### config.mk
export PLATFORM = sky130hd
export DESIGN_NAME = mem_port_ctrl_flat
export DESIGN_NICKNAME = d
export VERILOG_FILES = /design/src/rtl/mem_port_pkg.sv /design/src/rtl/mem_port_ctrl_if.sv /design/src/rtl/mem_port_perf.sv /design/src/rtl/mem_port_ctrl.sv /design/src/flat_wrapper.sv
export SDC_FILE = /design/constraint.sdc
export NUM_CORES = 1
export LEC_CHECK = 0
export CELL_PAD_IN_SITES_DETAIL_PLACEMENT = 0
export CELL_PAD_IN_SITES_GLOBAL_PLACEMENT = 1
export CORE_UTILIZATION = 39
export DETAILED_ROUTE_END_ITERATION = 12
export PLACE_DENSITY_LB_ADDON = 0.1
export SLEW_MARGIN = 20
export SYNTH_ARGS = -nofsm -noshare
export SYNTH_HDL_FRONTEND = slang
export SYNTH_SLANG_ARGS = --single-unit
### constraint.sdc
create_clock -name clk -period 12.89 [get_ports clk]
set_input_delay 2.578 -clock clk [delete_from_list [all_inputs] [get_ports clk]]
set_output_delay 2.578 -clock clk [all_outputs]
set_load 0.005 [all_outputs]
### src/rtl/mem_port_pkg.sv
// Shared types for the CPU-to-RAM port sequencer: FSM state encoding,
// RAM read/write pin levels and the kind of request currently in flight.
package mem_port_pkg;

  typedef enum logic [1:0] {
    IDLE    = 2'd0,
    RD      = 2'd1,
    WR_ADDR = 2'd2,
    WR_DATA = 2'd3
  } state_t;

  localparam logic RW_READ  = 1'b1;
  localparam logic RW_WRITE = 1'b0;

  typedef enum logic [1:0] {
    REQ_FETCH,
    REQ_LOAD,
    REQ_STORE
  } req_kind_t;

endpackage

### src/rtl/mem_port_ctrl_if.sv
// CPU request/ack bus and RAM pin bundle for mem_port_ctrl.
// The master side is the CPU core plus RAM; the slave side is the sequencer.
interface mem_port_ctrl_if #(
    parameter int DATA_SIZE    = 32,
    parameter int ADDRESS_SIZE = 16
);
    logic                    fetch_req;
    logic [ADDRESS_SIZE-1:0] fetch_addr;
    logic                    fetch_ack;
    logic [DATA_SIZE-1:0]    instr_out;
    logic                    ls_req;
    logic                    ls_write;
    logic [ADDRESS_SIZE-1:0] ls_addr;
    logic [DATA_SIZE-1:0]    ls_wdata;
    logic                    ls_ack;
    logic [DATA_SIZE-1:0]    ls_rdata;
    logic [ADDRESS_SIZE-1:0] ram_address;
    logic                    ram_read_write;
    logic [DATA_SIZE-1:0]    ram_data_in;
    logic [DATA_SIZE-1:0]    ram_data_out;
    logic                    busy;

    modport master (
        output fetch_req, fetch_addr, ls_req, ls_write, ls_addr, ls_wdata, ram_data_out,
        input  fetch_ack, instr_out, ls_ack, ls_rdata, ram_address, ram_read_write,
               ram_data_in, busy
    );

    modport slave (
        input  fetch_req, fetch_addr, ls_req, ls_write, ls_addr, ls_wdata, ram_data_out,
        output fetch_ack, instr_out, ls_ack, ls_rdata, ram_address, ram_read_write,
               ram_data_in, busy
    );
endinterface

### src/rtl/mem_port_perf.sv
// Saturating activity counters for mem_port_ctrl.
// Only exists when MEM_PORT_PERF_COUNT_EN is defined.
`ifdef MEM_PORT_PERF_COUNT_EN
module mem_port_perf #(
    parameter int PERF_W = 32
) (
    input  logic              clk,
    input  logic              reset,
    input  logic              fetch_req,
    input  logic              fetch_ack,
    input  logic              load_ack,
    input  logic              store_ack,
    output logic [PERF_W-1:0] perf_fetches,
    output logic [PERF_W-1:0] perf_loads,
    output logic [PERF_W-1:0] perf_stores,
    output logic [PERF_W-1:0] perf_fetch_stall
);

    function automatic logic [PERF_W-1:0] sat_inc(input logic [PERF_W-1:0] v);
        return (&v) ? v : v + {{(PERF_W-1){1'b0}}, 1'b1};
    endfunction

    always_ff @(posedge clk or posedge reset) begin
        if (reset) begin
            perf_fetches     <= '0;
            perf_loads       <= '0;
            perf_stores      <= '0;
            perf_fetch_stall <= '0;
        end else begin
            if (fetch_ack)              perf_fetches     <= sat_inc(perf_fetches);
            if (load_ack)               perf_loads       <= sat_inc(perf_loads);
            if (store_ack)              perf_stores      <= sat_inc(perf_stores);
            if (fetch_req && !fetch_ack) perf_fetch_stall <= sat_inc(perf_fetch_stall);
        end
    end

endmodule
`endif

### src/rtl/mem_port_ctrl.sv
// Sequencer arbitrating instruction fetches and LDR/STR onto a single-port word RAM.
// Optional counter bank enabled by MEM_PORT_PERF_COUNT_EN.
module mem_port_ctrl
    import mem_port_pkg::*;
#(
    parameter int DATA_SIZE    = 32,
    parameter int ADDRESS_SIZE = 16
`ifdef MEM_PORT_PERF_COUNT_EN
    ,
    parameter int PERF_W       = 32
`endif
) (
    input  logic              clk,
    input  logic              reset,
    mem_port_ctrl_if.slave    bus
`ifdef MEM_PORT_PERF_COUNT_EN
    ,
    output logic [PERF_W-1:0] perf_fetches,
    output logic [PERF_W-1:0] perf_loads,
    output logic [PERF_W-1:0] perf_stores,
    output logic [PERF_W-1:0] perf_fetch_stall
`endif
);

    state_t               state;
    req_kind_t            kind;
    logic [DATA_SIZE-1:0] wdata_q;

    assign bus.busy = (state != IDLE);

    always_ff @(posedge clk or posedge reset) begin
        if (reset) begin
            state              <= IDLE;
            kind               <= REQ_FETCH;
            wdata_q            <= '0;
            bus.fetch_ack      <= 1'b0;
            bus.ls_ack         <= 1'b0;
            bus.instr_out      <= '0;
            bus.ls_rdata       <= '0;
            bus.ram_address    <= '0;
            bus.ram_read_write <= RW_READ;
            bus.ram_data_in    <= '0;
        end else begin
            bus.fetch_ack <= 1'b0;
            bus.ls_ack    <= 1'b0;
            case (state)
                IDLE: begin
                    // Loads/stores win over fetches; a still-high fetch_req is taken next IDLE.
                    if (bus.ls_req) begin
                        bus.ram_address <= bus.ls_addr;
                        wdata_q         <= bus.ls_wdata;
                        if (bus.ls_write) begin
                            kind               <= REQ_STORE;
                            bus.ram_read_write <= RW_WRITE;
                            bus.ram_data_in    <= ~bus.ls_wdata;
                            state              <= WR_ADDR;
                        end else begin
                            kind  <= REQ_LOAD;
                            state <= RD;
                        end
                    end else if (bus.fetch_req) begin
                        bus.ram_address <= bus.fetch_addr;
                        kind            <= REQ_FETCH;
                        state           <= RD;
                    end
                end
                RD: begin
                    if (kind == REQ_FETCH) begin
                        bus.instr_out <= bus.ram_data_out;
                        bus.fetch_ack <= 1'b1;
                    end else begin
                        bus.ls_rdata <= bus.ram_data_out;
                        bus.ls_ack   <= 1'b1;
                    end
                    state <= IDLE;
                end
                WR_ADDR: begin
                    // data_in was ~wdata, so this change is guaranteed to be a RAM write event.
                    bus.ram_data_in <= wdata_q;
                    state           <= WR_DATA;
                end
                WR_DATA: begin
                    bus.ram_read_write <= RW_READ;
                    bus.ls_ack         <= 1'b1;
                    state              <= IDLE;
                end
                default: state <= IDLE;
            endcase
        end
    end

`ifdef MEM_PORT_PERF_COUNT_EN
    mem_port_perf #(.PERF_W(PERF_W)) u_perf (
        .clk              (clk),
        .reset            (reset),
        .fetch_req        (bus.fetch_req),
        .fetch_ack        (bus.fetch_ack),
        .load_ack         (bus.ls_ack && (kind == REQ_LOAD)),
        .store_ack        (bus.ls_ack && (kind == REQ_STORE)),
        .perf_fetches     (perf_fetches),
        .perf_loads       (perf_loads),
        .perf_stores      (perf_stores),
        .perf_fetch_stall (perf_fetch_stall)
    );
`endif

endmodule

### src/flat_wrapper.sv
// flat-port wrapper written by rule: the top's interface ports become plain ports
module mem_port_ctrl_flat import mem_port_pkg::*;
#(
    parameter int DATA_SIZE    = 32,
    parameter int ADDRESS_SIZE = 16

)
  (clk, reset, bus_fetch_req, bus_fetch_addr, bus_ls_req, bus_ls_write, bus_ls_addr, bus_ls_wdata, bus_ram_data_out, bus_fetch_ack, bus_instr_out, bus_ls_ack, bus_ls_rdata, bus_ram_address, bus_ram_read_write, bus_ram_data_in, bus_busy);
  mem_port_ctrl_if #(.DATA_SIZE(DATA_SIZE), .ADDRESS_SIZE(ADDRESS_SIZE)) bus_i ();
  input  logic clk;
  input  logic reset;
  input wire logic [$bits(bus_i.fetch_req)-1:0] bus_fetch_req;
  input wire logic [$bits(bus_i.fetch_addr)-1:0] bus_fetch_addr;
  input wire logic [$bits(bus_i.ls_req)-1:0] bus_ls_req;
  input wire logic [$bits(bus_i.ls_write)-1:0] bus_ls_write;
  input wire logic [$bits(bus_i.ls_addr)-1:0] bus_ls_addr;
  input wire logic [$bits(bus_i.ls_wdata)-1:0] bus_ls_wdata;
  input wire logic [$bits(bus_i.ram_data_out)-1:0] bus_ram_data_out;
  output wire logic [$bits(bus_i.fetch_ack)-1:0] bus_fetch_ack;
  output wire logic [$bits(bus_i.instr_out)-1:0] bus_instr_out;
  output wire logic [$bits(bus_i.ls_ack)-1:0] bus_ls_ack;
  output wire logic [$bits(bus_i.ls_rdata)-1:0] bus_ls_rdata;
  output wire logic [$bits(bus_i.ram_address)-1:0] bus_ram_address;
  output wire logic [$bits(bus_i.ram_read_write)-1:0] bus_ram_read_write;
  output wire logic [$bits(bus_i.ram_data_in)-1:0] bus_ram_data_in;
  output wire logic [$bits(bus_i.busy)-1:0] bus_busy;
  assign bus_i.fetch_req = bus_fetch_req;
  assign bus_i.fetch_addr = bus_fetch_addr;
  assign bus_i.ls_req = bus_ls_req;
  assign bus_i.ls_write = bus_ls_write;
  assign bus_i.ls_addr = bus_ls_addr;
  assign bus_i.ls_wdata = bus_ls_wdata;
  assign bus_i.ram_data_out = bus_ram_data_out;
  assign bus_fetch_ack = bus_i.fetch_ack;
  assign bus_instr_out = bus_i.instr_out;
  assign bus_ls_ack = bus_i.ls_ack;
  assign bus_ls_rdata = bus_i.ls_rdata;
  assign bus_ram_address = bus_i.ram_address;
  assign bus_ram_read_write = bus_i.ram_read_write;
  assign bus_ram_data_in = bus_i.ram_data_in;
  assign bus_busy = bus_i.busy;
  mem_port_ctrl #(.DATA_SIZE(DATA_SIZE), .ADDRESS_SIZE(ADDRESS_SIZE)) u_core (.clk(clk), .reset(reset), .bus(bus_i));
endmodule
# == Yosys cells after proc, flatten, opt, wreduce, memory -nomap -nowiden ==
# Cells that the tools add are included.
# classes
eq_ne,6
bitwise,2
reduce_logical,13
mux,18
# ops
op,count
32-bit 2-to-1 mux,2
32-bit one-hot mux with 2 select lines,1
16-bit 2-to-1 mux,2
32-bit NOT,1
2-bit 2-to-1 mux,5
2-bit AND reduction,4
2-bit nonzero test,4
2-bit one-hot mux with 3 select lines,1
3-bit AND reduction,2
1-bit 2-to-1 mux,5
"2-bit == test, second input constant",2
2-bit logical NOT,2
"2-bit inequality test, second input constant",2
1-bit one-hot mux with 2 select lines,2
"3-bit inequality test, second input constant",1
"2-bit by 1-bit == test with 1-bit output, second input constant",1
2-bit OR reduction,1
1-bit NOT,1
# word_totals
register_bits,151
wordCells,49

# == Logic depth before layout (Yosys ltp) ==
# depth
word_depth,4
mapped_depth,6

# == Worst setup path after synthesis ==
# OpenSTA, ideal clock, no wires.
# synth_timing
path_kind,input to register
startpoint,in bus_ls_req
endpoint,reg u_core.bus.ram_address[7]
arrival_ns,3.597
t_required_ns,12.765
slack_ns,9.169
n_path_buf,2
cell_stages,4
setup_ns,0.125
path_cell_list,buf_2 -> buf_2 -> mux2_2 -> mux2_2
# synth_between
elab_chain_cells,2
# synth_lines
item,line,source
"start, declared",flat_wrapper.sv:14,input wire logic [$bits(bus_i.ls_req)-1:0] bus_ls_req;
2-bit nonzero test (no source line),--,
2-bit AND reduction (no source line),--,
"end signal, assigned",mem_port_ctrl.sv:50,bus.ram_address <= bus.ls_addr;
"end signal, assigned",mem_port_ctrl.sv:62,bus.ram_address <= bus.fetch_addr;
"end, declared",mem_port_ctrl_if.sv:31,"output fetch_ack, instr_out, ls_ack, ls_rdata, ram_address, ram_read_write,"
# Parallel ways exist; a longest one is shown, timed or not.
# A chain may end at the register's enable or synchronous reset.

# == Final worst setup path ==
# layout_timing
startpoint,in bus_ls_req
endpoint,reg u_core.bus.ram_data_in[17] (netlist name)
# layout_between
elab_chain_cells,2
# layout_lines
item,line,source
2-bit inequality test (no source line),--,
3-bit AND reduction (no source line),--,
"end signal, assigned",mem_port_ctrl.sv:55,bus.ram_data_in <= ~bus.ls_wdata;
"end signal, assigned",mem_port_ctrl.sv:79,bus.ram_data_in <= wdata_q;
"end, declared",mem_port_ctrl_if.sv:32,"ram_data_in, busy"
# No other way between the ends.

==> results.md <==
| Quantity | Value |
|---|---|
| Maximum capacitance violations | 0 |
| Post-route antenna net violation count | 0 |
| Required @ worst endpoint | 13.18 ns |
| Via count | 4211 |
| Worst setup path class | in -> reg |
| Final weighted congestion in routability-driven placement | 0.706 |
| Count of endpoints failing setup in the final report | 0 |
| Maximum fanout encountered on the critical timing path | 33 |
| Final slew viol count | 0 |
| Die Footprint | 16700 um2 |
| Share of the clock period used by the worst path after layout | 37.7% |
| Area used by multi-input combinational logic | 2350 um2 |
| Async set or reset register ratio after synthesis | 100% |
| CTS buffer count | 17 |
| Worst R2R Start | u_core.state[1]$_DFFE_PP0P_ |
| P_leak | 3.68 nW |
| Layout cells sized above 1 | 31.0% |
| Setup slack of the critical path after layout | 8.03 ns |
| Pre-CTS WS | 7.55 ns |
| Worst r2r dst | u_core.wdata_q[26]$_DFFE_PP0P_ |
| Buffer depth of the longest clock path | 2 |
| First element of the critical path | bus_ls_req |
| Number of cell instances on the worst register-to-register path | 4 |
| TritonCTS clock tree | built |
| Cell type with the highest aggregate area in the netlist | dfrtp_1 |
| Initial cell density of the core | 39.8% |
| Post-cts hold buffer count | 0 |
| H-tree lvl count | 4 |
| Max-slew headroom | 32.7% |
| FF/Latch Area | 3780 um2 |
| Post CTS Setup Buffer Count | 0 |
| Number of sinks on the clock net | 151 |
| Number of I/O pins | 217 |
| Congestion Overflow GR | 0 |
| Total of fill cells in the finished design | 1314 |
| Final cell area excluding filler cells | 9200 um2 |
| Final Total Pwr | 0.00235 W |
| Tightest Hold Check Type | reg -> reg |
| Vias in the first global route | 4485 |
| Setup repair after global routing missed its margin | no |
| Clock Pin Slew Worst Setup and Hold Paths | 0.06 ns |
| Number of instances in the synthesized netlist | 423 |
| Number of rows in the core area | 46 |
| Sequential element share of the synthesized area | 59.9% |
| R2R setup slack | 10.53 ns |
| Drt first-iter violations | 166 |
| Setup clock skew after layout | 0.00929 ns |
| Post-synth EDFFs | 0 |
| Crit path DAT | 5.15 ns |
| PD cells | 256 nW/um2 |
| Cell at the root of the clock tree | clkbuf_16 |
| Placement-stage cell area | 8610 um2 |
| Detailed-route wire length per cell | 16.8 um |
| Number of unique standard cell types used by synthesis | 24 |
| Number of iterations in the first detailed-routing pass | 8 |
| All-layer global routing usage | 18.2% |
| Average cell area after synthesis | 14.9 um2 |
| Pin count of the biggest net entering global routing | 90 |
| Number of I/O port buffers | 216 |
| Most repeated cell in the gate-level netlist after synthesis | mux2_2 |
| End point of the critical path | u_core.bus.ram_data_in[17]$_DFFE_PP0P_ |
| Setup tns final | 0 ns |
| Diodes inserted | 0 |
| Via-to-Cell Ratio | 4.89 |
| Final Net Count | 736 |
| Final hold violations | 0 |
| Die height | 129 um |
| Most common flop cell mapped by yosys | dfrtp_1 |
| Maximum clock frequency | 206 MHz |
| IR Drop Worst-Case VDD | 0.148 mV |
| Post-synthesis to final-layout area growth | 45.9% |
| Post-cts resize count | 0 |
| CP startpoint kind | primary input |
| Slew of the pin with the lowest slew margin | 1.01 ns |
| Chip width | 129 um |
| Area share of the largest cell type after synthesis | 59.5% |
| Floorplan core area | 15800 um2 |
| Commonest cells in the netlist | 158 x mux2_2, 150 x dfrtp_1, 35 x a21oi_1 |
| Clock latency on the worst-skew pair | 0.41 ns |
| Antenna violations before repair | 0 |
| First-pass GRT wire length | 23.2 mm |
| Netlist Area Pre-Place | 6310 um2 |
| Run status | finished, final reports clean |
| Post-layout utilization of the core | 58.1% |
| Yosys warns | 0 |
| Post-synthesis register bit count | 151 |
| Leading cell types by total area after synthesis | dfrtp_1 60%, mux2_2 28%, nor3b_1 3.8% |
| Synth Net Count | 524 |
| Shortest period the worst path allows | 4.86 ns |
| DRC violation count after routing | 0 |
| DPL Wire Length | 9.91 mm |
| Final WL | 14.5 mm |
| Capturing element type of the critical path | register |
==> worst min-delay path by stage <==
| stage | start | to | depth (start not counted) |
|---|---|---|---|
| global placement | u_core.bus.ls_rdata[15]$_DFFE_PP0P_ | u_core.bus.ls_rdata[15]$_DFFE_PP0P_ | 1 |
| floorplan | u_core.wdata_q[31]$_DFFE_PP0P_ | u_core.wdata_q[31]$_DFFE_PP0P_ | 1 |
| CTS | u_core.bus.ls_rdata[11]$_DFFE_PP0P_ | u_core.bus.ls_rdata[11]$_DFFE_PP0P_ | 1 |
| detailed placement | u_core.bus.ls_rdata[11]$_DFFE_PP0P_ | u_core.bus.ls_rdata[11]$_DFFE_PP0P_ | 1 |
| global route | u_core.bus.ls_rdata[11]$_DFFE_PP0P_ | u_core.bus.ls_rdata[11]$_DFFE_PP0P_ | 1 |
| finish | u_core.bus.ls_rdata[11]$_DFFE_PP0P_ | u_core.bus.ls_rdata[11]$_DFFE_PP0P_ | 1 |
==> per-layer routing <==
| metal | GRT usage (%) | up-vias | wire length [um] |
|---|---|---|---|
| met5 | 0 | - | 0 |
| met4 | 5.61 | 0 | 116 |
| met3 | 7.14 | 10 | 1190 |
| met2 | 29.5 | 156 | 6860 |
| met1 | 22.5 | 2111 | 6350 |
| li1 | - | 1934 | - |
==> registers in the layout, indices dropped and copies added (netlist names) <==
name / count
u_core.bus.fetch_ack: 1
u_core.wdata_q: 32
u_core.bus.ram_address: 16
u_core.bus.ram_read_write: 1
u_core.bus.ls_rdata: 32
u_core.bus.instr_out: 32
u_core.state: 2
u_core.kind: 2
u_core.bus.ls_ack: 1
u_core.bus.ram_data_in: 32
==> placed cells by master, fill, tap and decap left out, drive strengths merged <==
cell	instances
o2bb2ai	1
o21ai	2
nor3	1
clkdlybuf4s50	216
nor3b	32
clkbuf	21
and2	2
a22o	1
a21oi	35
dfstp	1
nand2	1
o31a	1
nor2	4
buf	5
clkinv	5
dfrtp	150
bufinv	3
mux2	160
clkinvlp	1
inv	2
nand2b	2
==> worst max-delay path, cell delays in order <==
cell and delay [ns]:
clkdlybuf4s50_1 1.10, a21oi_1 0.24, nor2_4 0.80, mux2_2 0.42
==> layout make-up <==
class / count / share of cell area (%)
clock buffer: 21 / 5.00
clock inverter: 9 / 1.37
sequential: 151 / 41.1
inverter: 2 / 0.136
timing repair buffer: 221 / 23.9
multi-input combinational: 242 / 25.5
tap: 216 / 2.94
==> per-stage QoR <==
| stage | cells | hold slack [ns] |
|---|---|---|
| 2_1_floorplan | 423 | 0.481 |
| 3_3_place_gp | 832 | 0.467 |
| 3_5_place_dp | 832 | 0.476 |
| 4_1_cts | 862 | 0.489 |
| 5_1_grt | 862 | 0.497 |
| 6_report | 862 | 0.486 |
==> logic make-up after synthesis <==
kind of cell	after synthesis	share of synthesized area, %
AO/OA/AOI/OAI	40	3.53
buffers and inverters	30	2.96
flip-flops	151	59.9
multiplexers	160	28.6
AND/OR/NAND/NOR	42	5.00
==> power breakdown <==
| group | internal [W] | switching [W] |
|---|---|---|
| sequential | 0.000724 | 0.000138 |
| clock | 0.000311 | 0.000184 |
| combinational | 0.000656 | 0.000339 |
| total | 0.00169 | 0.000660 |
Note: power is estimated with default switching activity, not from simulation.
